--- src/rtl/sum_pkg.sv ---
// Shared defaults and the {carry, sum} result word for the sum_pipe slice.
package sum_pkg;

  localparam int SUM_WIDTH   = 8;
  localparam int SUM_COUNT_W = 16;

  // Result word at the default width: carry-out above the WIDTH-bit sum.
  typedef struct packed {
    logic                 carry;
    logic [SUM_WIDTH-1:0] sum;
  } sum_word_t;

endpackage

--- src/rtl/sum_pipe_if.sv ---
// Operand/result handshake bundle for sum_pipe; the slave modport is the adder side.
interface sum_pipe_if
  import sum_pkg::*;
#(
  parameter int WIDTH   = SUM_WIDTH,
  parameter int COUNT_W = SUM_COUNT_W
);

  logic               in_valid;
  logic               in_ready;
  logic [WIDTH-1:0]   in_a;
  logic [WIDTH-1:0]   in_b;
  logic               out_valid;
  logic               out_ready;
  logic [WIDTH-1:0]   out_q;
  logic               out_carry;
  logic [COUNT_W-1:0] count;

  modport master (
    output in_valid, in_a, in_b, out_ready,
    input  in_ready, out_valid, out_q, out_carry, count
  );

  modport slave (
    input  in_valid, in_a, in_b, out_ready,
    output in_ready, out_valid, out_q, out_carry, count
  );

endinterface

--- src/rtl/pipe_slice.sv ---
// Single valid/ready register slice; in_ready looks through to out_ready so a full
// slice still accepts when its contents leave in the same cycle.
module pipe_slice #(
  parameter int W = 8
) (
  input  logic         clk,
  input  logic         rst_n,
  input  logic         in_valid,
  output logic         in_ready,
  input  logic [W-1:0] in_data,
  output logic         out_valid,
  input  logic         out_ready,
  output logic [W-1:0] out_data
);

  logic         valid_reg;
  logic [W-1:0] data_reg;

  assign in_ready  = !valid_reg || out_ready;
  assign out_valid = valid_reg;
  assign out_data  = data_reg;

  always_ff @(posedge clk or negedge rst_n) begin
    if (!rst_n) begin
      valid_reg <= 1'b0;
      data_reg  <= '0;
    end else begin
      if (in_valid && in_ready) begin
        valid_reg <= 1'b1;
        data_reg  <= in_data;
      end else if (out_ready) begin
        valid_reg <= 1'b0;
      end
    end
  end

endmodule

--- src/rtl/sum_pipe.sv ---
// Two-stage valid/ready adder: operand slice -> adder -> result slice, plus a handoff counter.
// Build with SUM_PIPE_SAT_EN defined to clamp out_q to all ones whenever the sum carries out.
module sum_pipe
  import sum_pkg::*;
#(
  parameter int WIDTH   = SUM_WIDTH,
  parameter int COUNT_W = SUM_COUNT_W
) (
  input  logic      clk,
  input  logic      rst_n,
  sum_pipe_if.slave bus
);

  localparam int OPND_W = 2 * WIDTH;
  localparam int RES_W  = WIDTH + 1;

  logic               s1_valid;
  logic               s1_ready;
  logic [OPND_W-1:0]  s1_data;
  logic [WIDTH-1:0]   s1_a;
  logic [WIDTH-1:0]   s1_b;
  logic [RES_W-1:0]   raw_sum;
  logic [WIDTH-1:0]   sum_q;
  logic [RES_W-1:0]   res_word;
  logic [RES_W-1:0]   s2_data;
  logic [COUNT_W-1:0] count_reg;

  pipe_slice #(.W(OPND_W)) u_opnd (
    .clk      (clk),
    .rst_n    (rst_n),
    .in_valid (bus.in_valid),
    .in_ready (bus.in_ready),
    .in_data  ({bus.in_a, bus.in_b}),
    .out_valid(s1_valid),
    .out_ready(s1_ready),
    .out_data (s1_data)
  );

  assign s1_a    = s1_data[OPND_W-1:WIDTH];
  assign s1_b    = s1_data[WIDTH-1:0];
  assign raw_sum = {1'b0, s1_a} + {1'b0, s1_b};

`ifdef SUM_PIPE_SAT_EN
  assign sum_q = raw_sum[WIDTH] ? '1 : raw_sum[WIDTH-1:0];
`else
  assign sum_q = raw_sum[WIDTH-1:0];
`endif

  // Carry always reports true overflow, even when the sum itself is clamped.
  assign res_word = {raw_sum[WIDTH], sum_q};

  pipe_slice #(.W(RES_W)) u_res (
    .clk      (clk),
    .rst_n    (rst_n),
    .in_valid (s1_valid),
    .in_ready (s1_ready),
    .in_data  (res_word),
    .out_valid(bus.out_valid),
    .out_ready(bus.out_ready),
    .out_data (s2_data)
  );

  assign bus.out_q     = s2_data[WIDTH-1:0];
  assign bus.out_carry = s2_data[WIDTH];

  always_ff @(posedge clk or negedge rst_n) begin
    if (!rst_n) begin
      count_reg <= '0;
    end else if (bus.out_valid && bus.out_ready) begin
      count_reg <= count_reg + COUNT_W'(1);
    end
  end

  assign bus.count = count_reg;

endmodule

--- src/flat_wrapper.sv ---
// flat-port wrapper written by rule: the top's interface ports become plain ports
module sum_pipe_flat import sum_pkg::*;
#(
  parameter int WIDTH   = SUM_WIDTH,
  parameter int COUNT_W = SUM_COUNT_W
)
  (clk, rst_n, bus_in_valid, bus_in_a, bus_in_b, bus_out_ready, bus_in_ready, bus_out_valid, bus_out_q, bus_out_carry, bus_count);
  sum_pipe_if #(.WIDTH(WIDTH), .COUNT_W(COUNT_W)) bus_i ();
  input  logic clk;
  input  logic rst_n;
  input wire logic [$bits(bus_i.in_valid)-1:0] bus_in_valid;
  input wire logic [$bits(bus_i.in_a)-1:0] bus_in_a;
  input wire logic [$bits(bus_i.in_b)-1:0] bus_in_b;
  input wire logic [$bits(bus_i.out_ready)-1:0] bus_out_ready;
  output wire logic [$bits(bus_i.in_ready)-1:0] bus_in_ready;
  output wire logic [$bits(bus_i.out_valid)-1:0] bus_out_valid;
  output wire logic [$bits(bus_i.out_q)-1:0] bus_out_q;
  output wire logic [$bits(bus_i.out_carry)-1:0] bus_out_carry;
  output wire logic [$bits(bus_i.count)-1:0] bus_count;
  assign bus_i.in_valid = bus_in_valid;
  assign bus_i.in_a = bus_in_a;
  assign bus_i.in_b = bus_in_b;
  assign bus_i.out_ready = bus_out_ready;
  assign bus_in_ready = bus_i.in_ready;
  assign bus_out_valid = bus_i.out_valid;
  assign bus_out_q = bus_i.out_q;
  assign bus_out_carry = bus_i.out_carry;
  assign bus_count = bus_i.count;
  sum_pipe #(.WIDTH(WIDTH), .COUNT_W(COUNT_W)) u_core (.clk(clk), .rst_n(rst_n), .bus(bus_i));
endmodule
--- config.mk ---
export PLATFORM = sky130hd
export DESIGN_NAME = sum_pipe_flat
export DESIGN_NICKNAME = d
export VERILOG_FILES = /design/src/rtl/sum_pkg.sv /design/src/rtl/sum_pipe_if.sv /design/src/rtl/pipe_slice.sv /design/src/rtl/sum_pipe.sv /design/src/flat_wrapper.sv
export SDC_FILE = /design/constraint.sdc
export NUM_CORES = 1
export LEC_CHECK = 0
export BUFFER_PORTS_ARGS = -buffer_cell sky130_fd_sc_hd__buf_2
export CAP_MARGIN = 15
export CORE_ASPECT_RATIO = 1.25
export CORE_UTILIZATION = 50
export CTS_BUF_LIST = sky130_fd_sc_hd__clkbuf_8 sky130_fd_sc_hd__clkbuf_16
export CTS_CLUSTER_SIZE = 28
export DETAILED_ROUTE_END_ITERATION = 8
export HOLD_SLACK_MARGIN = 0.1
export PLACE_DENSITY = 0.76
export SLEW_MARGIN = 0
export SYNTH_ARGS = -nofsm -noshare
export SYNTH_HDL_FRONTEND = slang
export SYNTH_SLANG_ARGS = --single-unit
--- constraint.sdc ---
create_clock -name clk -period 2.4 [get_ports clk]
set_input_delay 0.48 -clock clk [delete_from_list [all_inputs] [get_ports clk]]
set_output_delay 0.48 -clock clk [all_outputs]
set_load 0.05 [all_outputs]
==> qor.txt, run 1 <==
reg-to-reg startpoint: u_core.u_opnd.out_data[8]
CTS Sinks: 43
Reg-to-Reg End: u_core.u_res.out_data[6]
startpoint types: flop
chip height: 75.0 µm
Synth cell types: 42
Worst Hold Launch: bus_in_a[2]
vias in the first global route: 1496
CTS root buffer: clkbuf_8
crit share post-route: 84.5%
Core Rows: 26
Ant. Diodes: 0
met3 wire length: 206 µm
crit path kind: reg2reg
M1 WL: 1630 µm
CP delay by family, top: compound AO/OA/AOI/OAI gates
max layer used: met4
unrepaired setup endpoints after global routing: no
Area after DPL: 2430 µm²
fillers: 357
critical path required time: 2570 ps
Syn. warnings: 0
critical path endpoint category: flop
DR pass1 iterations: 4
final setup TNS: 0 ps
io pins: 47
Starting DRT DRC Count: 104
maximum number of pins on one net before global-route repair: 20
Placer Congestion: 0.841
fmax: 0.493 GHz
htree depth: 2
Die ar.: 4530 µm²
Num CTS Buffers: 5
peak supply drop: 0.604 mV
WL met2: 1930 µm
Post-CTS Setup Inserts: 0
Worst R2R Path Depth: 6
Critical Path AT: 2190 ps
IO Port Bufs: 46
GRT overflow: 0
WP buf/inv: 0
Tot GR Track Use: 19.9%
flop2flop setup slack: 370 ps
clock tree buffer depth: 2
routed vias: 1488
biggest area consumer among synthesized cells: dfrtp_1
Worst Skew: 6.80 ps
Pwr per Cell Area: 1060 nW/µm²
post-synthesis register bit count: 43
Clk Latency, worst-skew pair: 300 ps
Static Leak: 1.26 nW
layout cell share with drive strength beyond 1: 36.6%
Final Hold Viols: 0
DRC: 0
final setup vio count: 0
Hold Slack: 407 ps
FFs w/ async S/R, synth: 100%
count of pins over their slew limit: 0
Synth Flop Type: dfrtp_1
Worst path most repeated cell: a211oi_1
max_cap viols: 0
CP max stage delay: 430 ps
Worst Tran Pin Value: 456 ps
relative slew slack: 69.3%
Hold Crit Endpoint: u_core.u_opnd.out_data[10]
type of the tightest min-delay check: in2reg
number of routed nets with antenna violations: 0
fin crit period: 2030 ps
Mapped Nets: 202
Design Area, Final: 2560 µm²
first-pass GRT wire length: 6540 µm
CTS tree: yes
vias per cell: 5.26
core region area: 4100 µm²
Detail Placement HPWL: 2970 µm
Syn Inst Count: 172
maximum fanout along the worst path: 3
Hold Path Stages: 2
Syn Area/Cell: 12.4 µm²
Layout area overhead: 20.0%
Post-synth EDFFs: 0
Slowest-stage cell, CP: fa_1
sequential-to-total area share from yosys stat: 50.5%
clock slew at reported path FFs: 80 ps
nets: 256
Cell Area, Synth: 2130 µm²
cells along the critical path: ha_1 > fa_1 > a211oi_1 > o21ai_0 > a211oi_1 > o31ai_1
initial antenna violation count: 0
area share of the largest cell type after synthesis: 50.5%
largest cells by area after synthesis: dfrtp_1, mux2_4, ha_1
initial core utilization: 52.0%
drt total wl: 3840 µm
status: finished clean
drt wl/cell: 13.6 µm
Die X: 60.4 µm
-- how the worst max path moves through the flow --
stage                         startpoint                       end  slack [ps]  depth (start not counted)
2_1_floorplan  u_core.u_opnd.out_data[0]  u_core.u_res.out_data[8]         540                          6
3_3_place_gp   u_core.u_opnd.out_data[0]  u_core.u_res.out_data[8]         460                          6
3_5_place_dp   u_core.u_opnd.out_data[8]  u_core.u_res.out_data[6]         400                          6
4_1_cts        u_core.u_opnd.out_data[8]  u_core.u_res.out_data[6]         380                          6
5_1_grt        u_core.u_opnd.out_data[0]  u_core.u_res.out_data[6]         210                          6
6_report       u_core.u_opnd.out_data[8]  u_core.u_res.out_data[6]         370                          6
-- stage by stage --
stage / cells / power (W) / utilization (%) / setup WS (ps)
2_1_floorplan: 172 / 0.00188 / - / 539
3_3_place_gp: 274 / 0.00213 / 59.3 / 459
3_5_place_dp: 274 / 0.00215 / 59.3 / 398
4_1_cts: 283 / 0.00274 / 62.4 / 377
5_1_grt: 283 / 0.00287 / 62.4 / 205
6_report: 283 / 0.00272 / 62.4 / 373
-- cell families (layout without fill, tap and decap cells) --
group	after synthesis	count (layout)	synth area share, %
compound gates	24	24	7.81
xor+xnor	18	18	7.40
fa+ha+maj	10	10	6.22
buf+inv	5	60	1.29
flops	43	43	50.5
mux	19	19	11.8
simple gates	53	53	15.0
-- layer usage --
metal	vias up	global-route usage, %
met5	-	0
met4	0	9.04
met3	8	5.50
met2	55	33.2
met1	698	23.6
li1	727	-
-- synth_stat cells (2+ instances only) --
cell / count
o21ai_0: 9
a211oi_1: 2
inv_1: 3
xnor2_1: 11
xor2_1: 7
nor4_1: 2
nand2b_1: 3
dfrtp_1: 43
ha_1: 9
mux2_2: 8
a21oi_1: 2
nand3_1: 5
nor2_1: 9
nor3_1: 2
or3_1: 2
o311ai_0: 2
a21o_1: 2
nand4_1: 5
mux2_4: 10
nand2_1: 13
nand2_4: 2
-- final cells by class --
cell class	count	area [µm²]	area share (%)
timing repair buffer	49	255	9.98
clock inverter	2	35.0	1.37
clock buffer	6	82.6	3.23
tap	56	70.1	2.74
sequential	43	1080	42.1
inverter	3	11.3	0.440
multi-input combinational	124	1030	40.2
-- layout by cell type (no fill, tap or decap), types with 6 or more instances in the layout --
cell,instances
clkbuf_8,6
nand2_1,13
mux2_2,8
nor2_1,9
o21ai_0,9
mux2_4,10
xor2_1,7
dfrtp_1,43
xnor2_1,11
buf_2,46
ha_1,9
-- what timing repair did --
action / 4_1_cts / 5_1_grt
hold endpoints to repair: 12 / 0
gates resized for setup: 0 / 0
endpoints found under the setup margin: 0 / 0
hold buffers: 1 / 0
-- report_power, final --
part | switching [W] | leakage [nW] | internal [W]
sequential | 0.000148 | 0.529 | 0.000889
clock | 0.000247 | 0.0612 | 0.000337
combinational | 0.000741 | 0.671 | 0.000353
(Power assumes the default switching activity.)
==> inputs of run 2 (changes only) <==
Clock period 2.4 ns to 1.9 ns, I/O delays scaled along.
==> run 2 against run 1 <==
Clock skew down 1.8 ps. Die area unchanged. Non-clock buffer count up 4. Wire length down 2.3%. Core utilization up 0.49 points. Largest power group unchanged. Highest routed layer unchanged.
==> qor.txt, run 2 (synthesized netlist as in run 1, its figures left out) <==
type of the tightest min-delay check: in2reg
core region area: 4100 µm² (unchanged)
peak supply drop: 0.722 mV (+20%)
Worst R2R Path Depth: 6 (unchanged)
Clk Latency, worst-skew pair: 290 ps (about the same)
Layout area overhead: 21.0%
chip height: 75.0 µm (unchanged)
WL met2: 1910 µm (-0.73%)
clock slew at reported path FFs: 80 ps (about the same)
Num CTS Buffers: 5 (unchanged)
Reg-to-Reg End: u_core.u_res.out_data[5]
nets: 260 (+1.6%)
reg-to-reg startpoint: u_core.u_opnd.out_data[0]
Area after DPL: 2460 µm² (+1.2%)
critical path required time: 2070 ps (-500 ps)
max_cap viols: 0 (unchanged)
Static Leak: 1.27 nW (+1.1%)
commonest non-fill, non-tap cells in the layout: buf_2, dfrtp_1, nand2_1
IO Port Bufs: 46 (unchanged)
maximum number of pins on one net before global-route repair: 23 (+15%)
io pins: 47 (unchanged)
routed vias: 1491 (+0.20%)
crit path kind: reg2reg
first-pass GRT wire length: 6210 µm (-5.1%)
fmax: 0.557 GHz (+13%)
Multi-input gate area: 1030 µm² (+0.73%)
vias in the first global route: 1433 (-4.2%)
relative slew slack: 68.2% (-1.1 points)
CTS tree: yes
vias per cell: 5.20 (-1.2%)
FF+latch area: 1080 µm² (unchanged)
fin crit period: 1790 ps (-233 ps)
layout cell share with drive strength beyond 1: 38.1% (+1.5 points)
number of routed nets with antenna violations: 0 (unchanged)
Core Rows: 26 (unchanged)
flop2flop setup slack: 110 ps (-270 ps)
M1 WL: 1620 µm (-0.49%)
Die ar.: 4530 µm² (unchanged)
met3 wire length: 166 µm (-19%)
count of pins over their slew limit: 0 (unchanged)
startpoint types: flop
Final Hold Viols: 0 (unchanged)
fillers: 360 (+0.84%)
commonest non-fill, non-tap cell in the layout: buf_2
Pwr per Cell Area: 1290 nW/µm² (+22%)
crit share post-route: 94.4% (+10 points)
Worst Hold Launch: bus_in_b[5]
final setup vio count: 0 (unchanged)
Ant. Diodes: 0 (unchanged)
CTS root buffer: clkbuf_8
unrepaired setup endpoints after global routing: no
Critical Path Start: u_core.u_opnd.out_data[0]
clock tree buffer depth: 2 (unchanged)
Placer Congestion: 0.846 (+0.63%)
Design Area, Final: 2580 µm² (+0.78%)
maximum fanout along the worst path: 4 (+1)
DRC: 0 (unchanged)
initial core utilization: 52.0% (unchanged)
critical path endpoint category: flop
htree depth: 2 (unchanged)
drt total wl: 3760 µm (-2.3%)
GRT overflow: 0 (unchanged)
status: finished clean
Worst Tran Pin Value: 477 ps (+20.7 ps)
Die X: 60.4 µm (unchanged)
max layer used: met4
Post-CTS Setup Inserts: 0 (unchanged)
CTS Sinks: 43 (unchanged)
Critical Path AT: 1970 ps (-220 ps)
Core Util, Final: 62.9% (+0.49 points)
Starting DRT DRC Count: 74 (-29%)
initial antenna violation count: 0 (unchanged)
critical path endpoint: u_core.u_res.out_data[5]
Detail Placement HPWL: 2890 µm (-2.5%)
Hold Slack: 311 ps (-95.7 ps)
Worst Skew: 5.01 ps (-1.79 ps)
DR pass1 iterations: 4 (unchanged)
Design Power: 0.00333 W (+23%)
drt wl/cell: 13.1 µm (-3.7%)
Tot GR Track Use: 18.6% (-1.3 points)
run 2: final cells by class:
cell class / count / area share (%)
Sequential cell: 43 / 41.7
Multi-Input combinational cell: 124 / 40.1
Inverter: 3 / 0.437
Clock inverter: 1 / 0.146
Clock buffer: 7 / 3.74
Timing Repair Buffer: 53 / 11.1
Tap cell: 56 / 2.72
run 2: repair_timing:
action                                 in CTS  in global routing
pin swaps                                   0                  2
setup endpoints to repair                   2                  3
resized for setup                           1                  1
endpoints found under the hold margin      20                  0
hold buffers                                1                  0
run 2: metal layers:
metal | global-route usage, % | up-vias
li1 | - | 733
met1 | 21.5 | 708
met2 | 33.1 | 45
met3 | 4.64 | 5
met4 | 6.20 | 0
met5 | 0 | -
run 2: worst min-delay path by stage:
stage / end / slack [ps] / cells after the start
after floorplan: u_core.bus.count[0] / 80 / 0
after global placement: u_core.bus.count[8] / 360 / 1
after detailed placement: u_core.bus.count[8] / 370 / 1
after CTS: u_core.u_opnd.out_data[7] / 300 / 2
after global routing: u_core.u_opnd.out_data[10] / 300 / 2
final: u_core.u_opnd.out_data[5] / 310 / 2
run 2: where the power goes:
part           leakage [nW]  internal (W)  switching (W)  total [W]
clock                0.0557      0.000326       0.000296   0.000623
combinational         0.690      0.000464       0.000935    0.00140
sequential            0.529       0.00112       0.000182    0.00131
run 2: per-stage QoR:
step / setup WS [ps] / setup TNS, ps / cells
4_1_cts: 14.0 / 0 / 287
6_report: 106 / 0 / 287
3_5_place_dp: -20.0 / -36.7 / 278
3_3_place_gp: 19.0 / 0 / 278
2_1_floorplan: 39.3 / 0 / 172
5_1_grt: 16.2 / 0 / 287
run 2: worst max-delay path, stage by stage (launching register included):
cell      delay (ps)
dfrtp_1          390
ha_1             230
buf_4            150
a211oi_2         220
o21bai_1         160
nor4bb_1         170
or3_1            370
